File: src/rtl/logic_op_scheduler.sv
// Round-robin scheduler sharing one registered AND/OR/NAND/XOR unit
// among NUM_REQ requesters, with a tagged valid/ready response channel.
//
// Ports:
//   clk, rst_n        rising-edge clock, async active-low reset
//   req_valid/ready   per-requester handshake (ready is one-hot or zero)
//   req_op/a/b        packed per-requester opcode and operands
//   rsp_valid/ready   response handshake
//   rsp_id, rsp_data  owning requester and bitwise result
//   busy              high whenever an operation is in flight
module logic_op_scheduler #(
    parameter int NUM_REQ = 4,
    parameter int DATA_W  = 8,
    parameter int ID_W    = $clog2(NUM_REQ)
) (
    input  logic                      clk,
    input  logic                      rst_n,
    input  logic [NUM_REQ-1:0]        req_valid,
    output logic [NUM_REQ-1:0]        req_ready,
    input  logic [2*NUM_REQ-1:0]      req_op,
    input  logic [DATA_W*NUM_REQ-1:0] req_a,
    input  logic [DATA_W*NUM_REQ-1:0] req_b,
    output logic                      rsp_valid,
    input  logic                      rsp_ready,
    output logic [ID_W-1:0]           rsp_id,
    output logic [DATA_W-1:0]         rsp_data,
    output logic                      busy
);

    typedef enum logic [1:0] {
        IDLE,
        EXEC,
        RESP
    } state_t;

    state_t              state;
    logic [ID_W-1:0]     rr_ptr;
    logic [ID_W-1:0]     owner;
    logic [1:0]          op_q;
    logic [DATA_W-1:0]   a_q;
    logic [DATA_W-1:0]   b_q;

    logic [ID_W-1:0]     winner;
    logic                found;
    logic [ID_W:0]       sum;
    logic [ID_W-1:0]     idx;
    logic [DATA_W-1:0]   result;

    logic [1:0]          op_arr [NUM_REQ];
    logic [DATA_W-1:0]   a_arr  [NUM_REQ];
    logic [DATA_W-1:0]   b_arr  [NUM_REQ];

    for (genvar i = 0; i < NUM_REQ; i++) begin : g_unpack
        assign op_arr[i] = req_op[2*i +: 2];
        assign a_arr[i]  = req_a[DATA_W*i +: DATA_W];
        assign b_arr[i]  = req_b[DATA_W*i +: DATA_W];
    end

    // First valid requester at or above rr_ptr, wrapping at NUM_REQ.
    always_comb begin
        winner = '0;
        found  = 1'b0;
        sum    = '0;
        idx    = '0;
        for (int k = 0; k < NUM_REQ; k++) begin
            sum = {1'b0, rr_ptr} + (ID_W+1)'(k);
            if (sum >= (ID_W+1)'(NUM_REQ)) begin
                sum = sum - (ID_W+1)'(NUM_REQ);
            end
            idx = sum[ID_W-1:0];
            if (!found && req_valid[idx]) begin
                found  = 1'b1;
                winner = idx;
            end
        end
    end

    // Grant is combinational so the winner sees ready in its accept cycle;
    // gated by rst_n so no requester is accepted while held in reset.
    always_comb begin
        req_ready = '0;
        if (rst_n && state == IDLE && found) begin
            req_ready[winner] = 1'b1;
        end
    end

    always_comb begin
        result = '0;
        case (op_q)
            2'b00:   result = a_q & b_q;
            2'b01:   result = a_q | b_q;
            2'b10:   result = ~(a_q & b_q);
            default: result = a_q ^ b_q;
        endcase
    end

    assign busy = (state != IDLE);

    always_ff @(posedge clk or negedge rst_n) begin
        if (!rst_n) begin
            state     <= IDLE;
            rr_ptr    <= '0;
            owner     <= '0;
            op_q      <= '0;
            a_q       <= '0;
            b_q       <= '0;
            rsp_valid <= 1'b0;
            rsp_id    <= '0;
            rsp_data  <= '0;
        end else begin
            unique case (state)
                IDLE: begin
                    if (found) begin
                        op_q  <= op_arr[winner];
                        a_q   <= a_arr[winner];
                        b_q   <= b_arr[winner];
                        owner <= winner;
                        if (winner == ID_W'(NUM_REQ-1)) begin
                            rr_ptr <= '0;
                        end else begin
                            rr_ptr <= winner + 1'b1;
                        end
                        state <= EXEC;
                    end
                end
                EXEC: begin
                    rsp_data  <= result;
                    rsp_id    <= owner;
                    rsp_valid <= 1'b1;
                    state     <= RESP;
                end
                RESP: begin
                    if (rsp_ready) begin
                        rsp_valid <= 1'b0;
                        state     <= IDLE;
                    end
                end
                default: begin
                    state <= IDLE;
                end
            endcase
        end
    end

endmodule

File: config.mk
export PLATFORM = sky130hd
export DESIGN_NAME = logic_op_scheduler
export DESIGN_NICKNAME = d
export VERILOG_FILES = /design/src/rtl/logic_op_scheduler.sv
export SDC_FILE = /design/constraint.sdc
export NUM_CORES = 1
export LEC_CHECK = 0
export ABC_CLOCK_PERIOD_IN_PS = 2200
export CORE_MARGIN = 2
export CORE_UTILIZATION = 44
export CTS_CLUSTER_DIAMETER = 80
export DETAILED_ROUTE_END_ITERATION = 7
export GPL_ROUTABILITY_DRIVEN = 0
export PLACE_DENSITY = 0.85
export SLEW_MARGIN = 10
export SYNTH_ARGS = -nofsm -noshare
export SYNTH_HDL_FRONTEND = slang
export SYNTH_SLANG_ARGS = --single-unit
export TNS_END_PERCENT = 20
File: constraint.sdc
create_clock -name clk -period 2.2 [get_ports clk]
set_input_delay 0.44 -clock clk [delete_from_list [all_inputs] [get_ports clk]]
set_output_delay 0.44 -clock clk [all_outputs]
set_load 0.005 [all_outputs]
After elaboration in Yosys (flattened, before gate mapping)
Cells that the tools add are included.
Operators by class
  add/subtract/negate cells: 8
  bitwise operators: 5
  magnitude comparators: 11
  reductions and logical operators: 16
  eq/ne operators: 7
  muxes and demuxes: 39
Operators with widths (number)
  binary-select mux 8 bit (select 2 bit): 2
  two-way mux 8 bit: 4
  two-way mux 2 bit: 13
  one-hot mux 8 bit (3 select lines): 1
  < comparator 2 x 3 -> 1 bit (second input constant): 5
  greater-or-equal comparator 3 bit (second input constant): 4
  two-way mux 1 bit: 10
  bitwise AND 8 bit: 1
  binary-select mux 1 bit (select 2 bit): 4
  inverter 8 bit: 1
  bitwise OR 8 bit: 1
  subtractor 2 x 1 -> 2 bit (second input constant): 4
  XOR 8 bit: 1
  adder 2 x 2 -> 3 bit (second input constant): 2
  equality test 2 bit (second input constant): 3
  logical AND 1 bit: 6
  one-hot mux 2 bit (3 select lines): 1
  AND reduction 2 bit: 3
  binary-select mux 2 bit (select 2 bit): 1
  equality test 2 x 1 -> 1 bit (second input constant): 2
  logical NOT 2 bit: 2
  two-way mux 4 bit: 1
  inequality test 2 bit (second input constant): 2
  nonzero test 2 bit: 2
  other kinds (8): 10
Storage, ports and cells
  logic and storage cells: 95
  register bits after elaboration: 35

Depth between registers and ports, before layout
Gate-level depths: netlist of run 1.
  word-level depth: 19
  mapped depth: 8
  mapped depth without buffers: 6

Worst setup path before layout of run 1
No wires, ideal clock.
  path kind: flip-flop to output port
  start point: register rr_ptr[1]
  end point: output port req_ready[2]
  data arrival time: 1.473 ns
  stages on the path, launching flop included: 9
  path slack: 0.287 ns
  buffers on the path: 2
  cell sequence: dfrtp_1 buf_4 mux2i_1 nor2_1 nor3_2 buf_6 inv_1 ha_1 and3_1
On the way
  word-level cells in the longest chain between the ends: 19
  elaborated cells between the ends (all ways): 44
  those cells by class: add/sub (7); order compare (6); mux (23); reduce/logical (8)
Ends and longest elaborated chain
  from (decl): RTL line 37  | logic [ID_W-1:0] rr_ptr;
  from (signal assigned): RTL line 121  | rr_ptr <= winner + 1'b1;
  branches (longest 18 deep; another with adder 2 x 1 -> 3 bit)
  two-way mux 4 bit *: RTL line 82  | if (rst_n && state == IDLE && found) begin
  to (decl): RTL line 19  | output logic [NUM_REQ-1:0] req_ready,
Every way passes the cells marked *. The select of a mux whose other input is x is not followed.

Worst setup path after layout of run 1
Ends and elaborated chain as after synthesis.

==> flow_metrics.tcl, run 1 <==
set metrics [dict create \
    gr-total-overflow 0 \
    avgRoutedWirePerCell_um 15.1 \
    drc_errors 0 \
    clk_pin_slew_ns 0.07 \
    path_cells "a21o_1, a21boi_2, o22a_1, buf_4, ha_2, and3_1, buf_2" \
    clockBufferDepth 2 \
    port_buffers 94 \
    coreArea_mm2 0.00514 \
    slew_viol_final 0 \
    status "completed" \
    synth_edf_count 0 \
    synth_fp_nets 358 \
    start_kind "register" \
    final_area_mm2 0.00350 \
    worstSetupEndpointType "primary output" \
    viasPerCell 5.45 \
    hold_path_class "in2async" \
    clkSinkCount 35 \
    die_y_um 77.4 \
    max-slew-margin-rel 0.505 \
    slowest_stage "dfrtp_2" \
    cpPeakStageDelay_ns 0.44 \
    row_count 26 \
    stdcell_count 435 \
    drive_above_1_share 0.132 \
    fin_setup_tns_ns 0 \
    drt_pass1_iterations 4 \
    postRouteAntennaNets 0 \
    finalHoldViolCount 0 \
    tightest_slew_ns 0.743 \
    yosysWarnings 0 \
    synth-seq-cells 35 \
    post-route-period-util 0.993 \
    netlist_area_mm2 0.00237 \
    crit_type "reg2out" \
    nets 461 \
    power.density_mw_per_mm2 1210 \
    die_w_um 77.4 \
    io_pins 95 \
    drt_wl_total_mm 6.55 \
    antenna_cells 0 \
    die_area_mm2 0.00599 \
    yosysUniqueCellTypes 32 \
    setup_viol 0 \
    peakVddDrop_mv 0.694 \
    skew_ns 0.0112 \
    seq_area_frac_synth 0.369 \
    syn2layout_area_growth_pct 47.5 \
    via_count 2371 \
    dp_cells 423 \
    synthCells 262 \
    fmax_mhz 458 \
    grt_pass1_vias 2309 \
    synthFlopType "dfrtp_1" \
    drv_cap 0 \
    cts_made_buffers 5 \
    root_buffer "clkbuf_8" \
    grt_pass1_wl_mm 10.7 \
    start_util 0.462 \
    crit_fanout 4 \
    final_common_cell "clkdlybuf4s50_1" \
    syn_area_per_cell_um2 9.05 \
    antenna_found_initial 0 \
    async_reset_ff_frac 1.00 \
    p_leak_nw 1.61 \
    grt_start_max_net_pins 36 \
    worstPathArrival_ns 1.74 \
    gr-usage-all-layers 0.223 \
    holdWs_ns 0.268 \
    placed_cell_area_mm2 0.00337 \
    rsz0062_at_grt "yes" \
    dp.final_hpwl_mm 4.90 \
    postCtsHoldBufs 0 \
    layout_common_cells "clkdlybuf4s50_1, dfrtp_1, nor2_1" \
    worst-endpoint-required_ns 1.76 \
    cts_max_level 2 \
    cts_tree "built" \
    drtIter0Drc 127 \
    clkLatencyLatePin_ns 0.29 \
    period_needed_ns 2.18 \
]
-- per-layer routing --
metal,up-vias,GRT usage,routed length (um),share of wire
met1,1120,0.272,2670,0.41
li1,1144,-,-,-
met4,0,0.0679,114,0.017
met5,-,0,0,0
met3,10,0.0512,406,0.062
met2,97,0.390,3360,0.51
-- kinds of logic after synthesis --
kind of cell | after synthesis | synth area share
AOI/OAI and AO/OA | 80 | 0.214
and+or+nand+nor | 72 | 0.145
muxes | 21 | 0.0897
adders and majority gates | 17 | 0.0897
buffers and inverters | 37 | 0.0928
DFF | 35 | 0.369
-- final cells by class --
| class | count | area [um^2] |
|---|---|---|
| clock inverters | 1 | 5.00 |
| inverters | 19 | 76.3 |
| repair buffers | 114 | 1060 |
| multi-input cells | 190 | 1310 |
| flip-flops and latches | 35 | 878 |
| fillers | 420 | 1640 |
| clock buffers | 6 | 82.6 |
| well taps | 70 | 87.6 |
-- registers in the layout, indices dropped and copies added, names as in the netlist --
name,count
rsp_data,8
state,2
rsp_valid,1
owner,2
rsp_id,2
a_q,8
b_q,8
rr_ptr,2
op_q,2
-- Yosys cell counts (9+ instances only) --
library cell / count / area share
a221oi_1: 18 / 0.066
nand2b_1: 9 / 0.024
ha_1: 17 / 0.090
dfrtp_1: 35 / 0.37
o22ai_1: 18 / 0.047
buf_6: 9 / 0.043
nor2_1: 29 / 0.046
inv_1: 18 / 0.028
o21ai_0: 19 / 0.040
nand2_1: 21 / 0.033
a21oi_1: 19 / 0.040
mux2i_1: 19 / 0.080
-- worst paths after layout --
| kind | start | to | slack (ns) | depth (start not counted) |
|---|---|---|---|---|
| worst min register to register | rsp_data[7]$_DFFE_PN0P_ | rsp_data[7]$_DFFE_PN0P_ | 0.48 | 2 |
| max in group asynchronous | rst_n | rr_ptr[0]$_DFFE_PN0P_ | 1.59 | 2 |
| worst max-delay path | rr_ptr[1]$_DFFE_PN0P_ | req_ready[2] | 0.02 | 7 |
| worst max register to register | rr_ptr[1]$_DFFE_PN0P_ | a_q[4]$_DFFE_PN0P_ | 0.26 | 7 |
| worst min-delay path | rst_n | state[0]$_DFFE_PN0P_ | 0.27 | 2 |
| min in group clk | rsp_data[7]$_DFFE_PN0P_ | rsp_data[7]$_DFFE_PN0P_ | 0.48 | 2 |
-- worst max-delay path, delay by kind of cell (launching register included) --
kind	cells	cell delay (ns)
simple gates	1	0.15
buf+inv	2	0.24
fa+ha+maj	1	0.14
flops	1	0.44
compound gates	3	0.49
-- power breakdown --
group / total, mW / switching, mW / internal, mW
registers: 1.32 / 0.327 / 0.989
clock network: 0.469 / 0.223 / 0.245
logic: 2.46 / 1.22 / 1.24
total: 4.24 / 1.77 / 2.47
-- through the flow --
step	util	total power [mW]	worst slack, ns
floorplan	-	2.93	0.287
global placement	0.656	3.55	-0.520
detailed placement	0.656	3.70	-0.623
CTS	0.680	4.24	-0.0660
global route	0.681	4.62	-0.0467
finish	0.681	4.24	0.0157
-- what timing repair did --
| action | CTS | global route |
|---|---|---|
| gates cloned | 0 | 0 |
| gates resized for setup | 20 | 8 |
| setup endpoints to repair | 4 | 4 |
| pin swaps | 2 | 6 |
| setup buffers | 3 | 2 |
Note: power is estimated with default switching activity, not from simulation.
==> run 2: changes to the inputs <==
--- a/config.mk
+++ b/config.mk
@@ -6,7 +6,6 @@
 export NUM_CORES = 1
 export LEC_CHECK = 0
 export ABC_CLOCK_PERIOD_IN_PS = 2200
-export CORE_MARGIN = 2
 export CORE_UTILIZATION = 44
 export CTS_CLUSTER_DIAMETER = 80
 export DETAILED_ROUTE_END_ITERATION = 7
==> flow_metrics.tcl, run 2 (same netlist as run 1, synthesis figures left out) <==
set metrics [dict create \
    port_buffers 94 \
    cts_tree "built" \
    start_util 0.462 \
    tightest_slew_ns 0.723 \
    fmax_mhz 461 \
    power_frac_clock 0.101 \
    max-slew-margin-rel 0.518 \
    slowest_stage "or3_4" \
    register_area_um2 878 \
    grt_pass1_wl_mm 9.99 \
    die_w_um 75.4 \
    viasPerCell 5.37 \
    via_count 2331 \
    placed_cell_area_mm2 0.00338 \
    peakVddDrop_mv 0.718 \
    rsz0062_at_grt "yes" \
    gr-usage-all-layers 0.236 \
    postRouteAntennaNets 0 \
    drv_cap 0 \
    pre_cts_ws_ns -0.609 \
    reg_top3 "a_q (8), b_q (8), rsp_data (8)" \
    antenna_cells 0 \
    drc_errors 0 \
    cpPeakStageDelay_ns 0.41 \
    hold_path_class "in2async" \
    start_kind "input port" \
    worstSetupEndpointType "primary output" \
    path_cells "clkdlybuf4s15_2, or3_4, nor2_4, or2_4, inv_6, and3_1, dlygate4sd2_1" \
    path_buf_inv 3 \
    setup_viol 0 \
    cts_max_level 2 \
    cp.depth 7 \
    multiInputGateArea_mm2 0.00130 \
    drtIter0Drc 95 \
    drt_pass1_iterations 4 \
    drive_above_1_share 0.124 \
    die_area_mm2 0.00569 \
    avgRoutedWirePerCell_um 14.3 \
    fillers 444 \
    p_int_mw 2.43 \
    p_sw_frac 0.417 \
    p_switching_mw 1.73 \
    clk_pin_slew_ns 0.07 \
    power.density_mw_per_mm2 1190 \
    post-route-period-util 0.985 \
    clkSinkCount 35 \
    io_pins 95 \
    gr-total-overflow 0 \
    p_seq_frac 0.319 \
    nets 461 \
    period_needed_ns 2.17 \
    final_area_mm2 0.00349 \
    p_leak_nw 1.60 \
    status "completed" \
    comb_power_share 0.580 \
    coreArea_mm2 0.00514 \
    holdWs_ns 0.240 \
    drt_wl_total_mm 6.22 \
    final_common_cell "clkdlybuf4s50_1" \
    root_buffer "clkbuf_8" \
    clockBufferDepth 2 \
    crit_type "in2out" \
    finalHoldViolCount 0 \
    antenna_found_initial 0 \
    worst-endpoint-required_ns 1.76 \
    r2r_cells 6 \
    skew_ns 0.00628 \
    setup_ws_ns 0.0324 \
    crit_fanout 5 \
    syn2layout_area_growth_pct 47.3 \
    path_delay_family "simple AND/OR/NAND/NOR gates" \
    layout_common_cells "clkdlybuf4s50_1, dfrtp_1, nor2_1" \
    dp.final_hpwl_mm 4.74 \
    die_y_um 75.4 \
    row_count 26 \
    clkLatencyLatePin_ns 0.28 \
    slew_viol_final 0 \
    grt_pass1_vias 2269 \
    worstPathArrival_ns 1.73 \
    cts_made_buffers 5 \
    grt_start_max_net_pins 36 \
]
[run 2: routing by layer]
metal  global-route usage  share of wire  up-vias
li1                     -              -     1136
met1                0.283           0.41     1109
met2                0.420           0.52       75
met3               0.0423          0.044       11
met4               0.0926          0.018        0
met5                    0              0        -
[run 2: cell type report]
type,count,area share
inverter,19,0.0218
tap,70,0.0251
timing repair buffer,114,0.309
multi-input combinational,190,0.372
sequential,35,0.251
clock buffer,6,0.0208
[run 2: worst paths after layout]
path,start,endpoint,slack [ns]
worst max-delay path,req_valid[3],req_ready[0],0.03
worst min-delay path,rst_n,b_q[6]$_DFFE_PN0P_,0.24
worst max register to register,rr_ptr[1]$_DFFE_PN0P_,a_q[3]$_DFFE_PN0P_,0.47
worst min register to register,rsp_data[5]$_DFFE_PN0P_,rsp_data[5]$_DFFE_PN0P_,0.48
max in group asynchronous,rst_n,rr_ptr[0]$_DFFE_PN0P_,1.62
min in group clk,rsp_data[5]$_DFFE_PN0P_,rsp_data[5]$_DFFE_PN0P_,0.48
[run 2: worst register-to-register path: cells and delay by family, from the launching register on]
kind | cells | cell delay (ns)
AOI/OAI and AO/OA | 1 | 0.11
and+or+nand+nor | 2 | 0.25
buffers and inverters | 1 | 0.35
DFF | 1 | 0.41
muxes | 2 | 0.49
[run 2: power by group through the flow]
stage                     sequential, mW  combinational (mW)  clock (mW)
after floorplan                     1.19                1.74           0
after global placement              1.30                2.23           0
after detailed placement            1.34                2.36           0
after CTS                           1.33                2.41       0.419
after global routing                1.38                2.71       0.440
final                               1.33                2.41       0.419
[run 2: stage by stage]
stage / total power, mW / TNS (ns) / cells / util
floorplan: 2.93 / 0 / 262 / -
global placement: 3.54 / -2.75 / 424 / 0.657
detailed placement: 3.70 / -4.20 / 424 / 0.657
CTS: 4.15 / 0 / 433 / 0.678
global route: 4.53 / -0.0441 / 434 / 0.680
finish: 4.16 / 0 / 434 / 0.680
[run 2: repair_timing]
item	in CTS	in global routing
endpoints found under the setup margin	4	4
pin swaps	8	3
hold buffers	0	0
setup buffers	3	1
resized for setup	21	7
==> run 3: changes to the inputs <==
--- a/config.mk
+++ b/config.mk
@@ -11,6 +11,7 @@
 export DETAILED_ROUTE_END_ITERATION = 7
 export GPL_ROUTABILITY_DRIVEN = 0
 export PLACE_DENSITY = 0.85
+export REMOVE_ABC_BUFFERS = 1
 export SLEW_MARGIN = 10
 export SYNTH_ARGS = -nofsm -noshare
 export SYNTH_HDL_FRONTEND = slang
==> flow_metrics.tcl, run 3 (same netlist as run 1, synthesis figures left out) <==
set metrics [dict create \
    cpPeakStageDelay_ns 0.46 \
    grt_pass1_vias 2281 \
    r2r-start "rr_ptr[1]$_DFFE_PN0P_" \
    final_area_mm2 0.00352 \
    drt_wl_total_mm 6.52 \
    cts_made_buffers 5 \
    layout_common_cells "clkdlybuf4s50_1, dfrtp_1, nor2_1" \
    register_area_um2 877 \
    coreArea_mm2 0.00514 \
    min_to "rsp_data[1]$_DFFE_PN0P_" \
    power.density_mw_per_mm2 1210 \
    drv_cap 0 \
    placed_cell_area_mm2 0.00339 \
    totalPowerFinal_mw 4.25 \
    drc_errors 0 \
    drtIter0Drc 127 \
    hp-start "rsp_data[1]$_DFFE_PN0P_" \
    fillers 445 \
    skew_ns 0.00791 \
    root_buffer "clkbuf_8" \
    clkLatencyLatePin_ns 0.29 \
    p_leak_nw 1.62 \
    whs_path_depth 2 \
    die_y_um 75.4 \
    rsz0062_at_grt "yes" \
    gr-total-overflow 0 \
    fmax_mhz 468 \
    setup_viol 0 \
    clkSinkCount 35 \
    tightest_slew_ns 0.759 \
    status "completed" \
    worstPathArrival_ns 1.70 \
    die_area_mm2 0.00569 \
    start_util 0.462 \
    holdWs_ns 0.477 \
    rrSetupSlack_ns 0.38 \
    die_w_um 75.4 \
    syn2layout_area_growth_pct 48.2 \
    grt_start_max_net_pins 26 \
    port_buffers 94 \
    slew_viol_final 0 \
    row_count 26 \
    slowest_stage "dfrtp_1" \
    avgRoutedWirePerCell_um 14.9 \
    via_count 2344 \
    cts_max_level 2 \
    reg2reg_to "b_q[2]$_DFFE_PN0P_" \
    antenna_found_initial 0 \
    path_cells "nor2b_1, nor2_1, o22a_1, ha_1, and3_1, buf_2" \
    drt_pass1_iterations 4 \
    worst-endpoint-required_ns 1.76 \
    dp.final_hpwl_mm 4.79 \
    crit_fanout 6 \
    post-route-period-util 0.972 \
    multiInputGateArea_mm2 0.00129 \
    start_kind "register" \
    worstSetupEndpointType "primary output" \
    period_needed_ns 2.14 \
    r2r_cells 7 \
    viasPerCell 5.36 \
    peakVddDrop_mv 0.785 \
    antenna_cells 0 \
    final_common_cell "clkdlybuf4s50_1" \
    finalHoldViolCount 0 \
    reg_top3 "a_q (8), b_q (8), rsp_data (8)" \
    nets 462 \
    clockBufferDepth 2 \
    grt_pass1_wl_mm 10.4 \
    cts_tree "built" \
    io_pins 95 \
    drive_above_1_share 0.134 \
    max-slew-margin-rel 0.494 \
    clk_pin_slew_ns 0.08 \
    crit_type "reg2out" \
    hold_path_class "reg2reg" \
    postRouteAntennaNets 0 \
    gr-usage-all-layers 0.246 \
]
run 3: cell types whose count changed in the layout (fill, tap and decap cells not counted), sizes merged:
cell           before  now
clkdlybuf4s15       4    1
buf                21   23
clkbuf              8   10
clkinvlp            0    1
dlygate4sd3         0    1
run 3: through the flow:
step	setup TNS (ns)	util	setup slack (ns)	instances
CTS	-0.00783	0.686	-0.00783	437
global placement	-4.74	0.659	-0.619	425
global route	-0.0225	0.684	-0.0225	437
detailed placement	-5.27	0.659	-0.613	425
floorplan	-3.41	-	-0.644	244
finish	0	0.684	0.0620	437
run 3: report_power, final:
group	internal, mW	switching, mW	total, mW	leakage [nW]
registers	0.986	0.327	1.31	0.408
clock network	0.285	0.241	0.526	0.0505
logic	1.22	1.19	2.41	1.16
run 3: per-layer routing:
metal / vias up / routed length, um / global-route usage
met5: - / 0 / 0
met4: 0 / 135 / 0.0905
met3: 14 / 344 / 0.0714
met2: 80 / 3460 / 0.451
met1: 1106 / 2590 / 0.270
li1: 1144 / - / -
run 3: final cells by class:
cell class / count / area share
Clock buffer: 7 / 0.0274
Clock inverter: 1 / 0.00214
Inverter: 19 / 0.0217
Multi-Input combinational cell: 190 / 0.368
Sequential cell: 35 / 0.249
Tap cell: 70 / 0.0249
Timing Repair Buffer: 115 / 0.306
run 3: how the worst max path moves through the flow:
stage                          startpoint           end  slack (ns)  cells after the start
floorplan           rr_ptr[1]$_DFFE_PN0P_  req_ready[2]       -0.64                      6
global placement             req_valid[0]  req_ready[2]       -0.62                      7
detailed placement           req_valid[0]  req_ready[2]       -0.61                      7
CTS                          req_valid[3]  req_ready[1]      -0.008                      7
global route        rr_ptr[0]$_DFFE_PN0P_  req_ready[2]       -0.02                      6
finish              rr_ptr[0]$_DFFE_PN0P_  req_ready[2]        0.06                      6
run 3: worst max-delay path: cells and delay by family, from the launching register on:
kind	cells	cell delay (ns)
buffers and inverters	1	0.12
adder cells (fa/ha/maj)	1	0.20
AO/OA/AOI/OAI	1	0.21
flip-flops	1	0.46
AND/OR/NAND/NOR	3	0.42
run 3: timing repair:
action,CTS,global route
endpoints found under the hold margin,2,0
endpoints found under the setup margin,4,4
gates cloned,0,0
pin swaps,5,3
hold buffers,1,0
resized for setup,22,9
buffers inserted,3,0
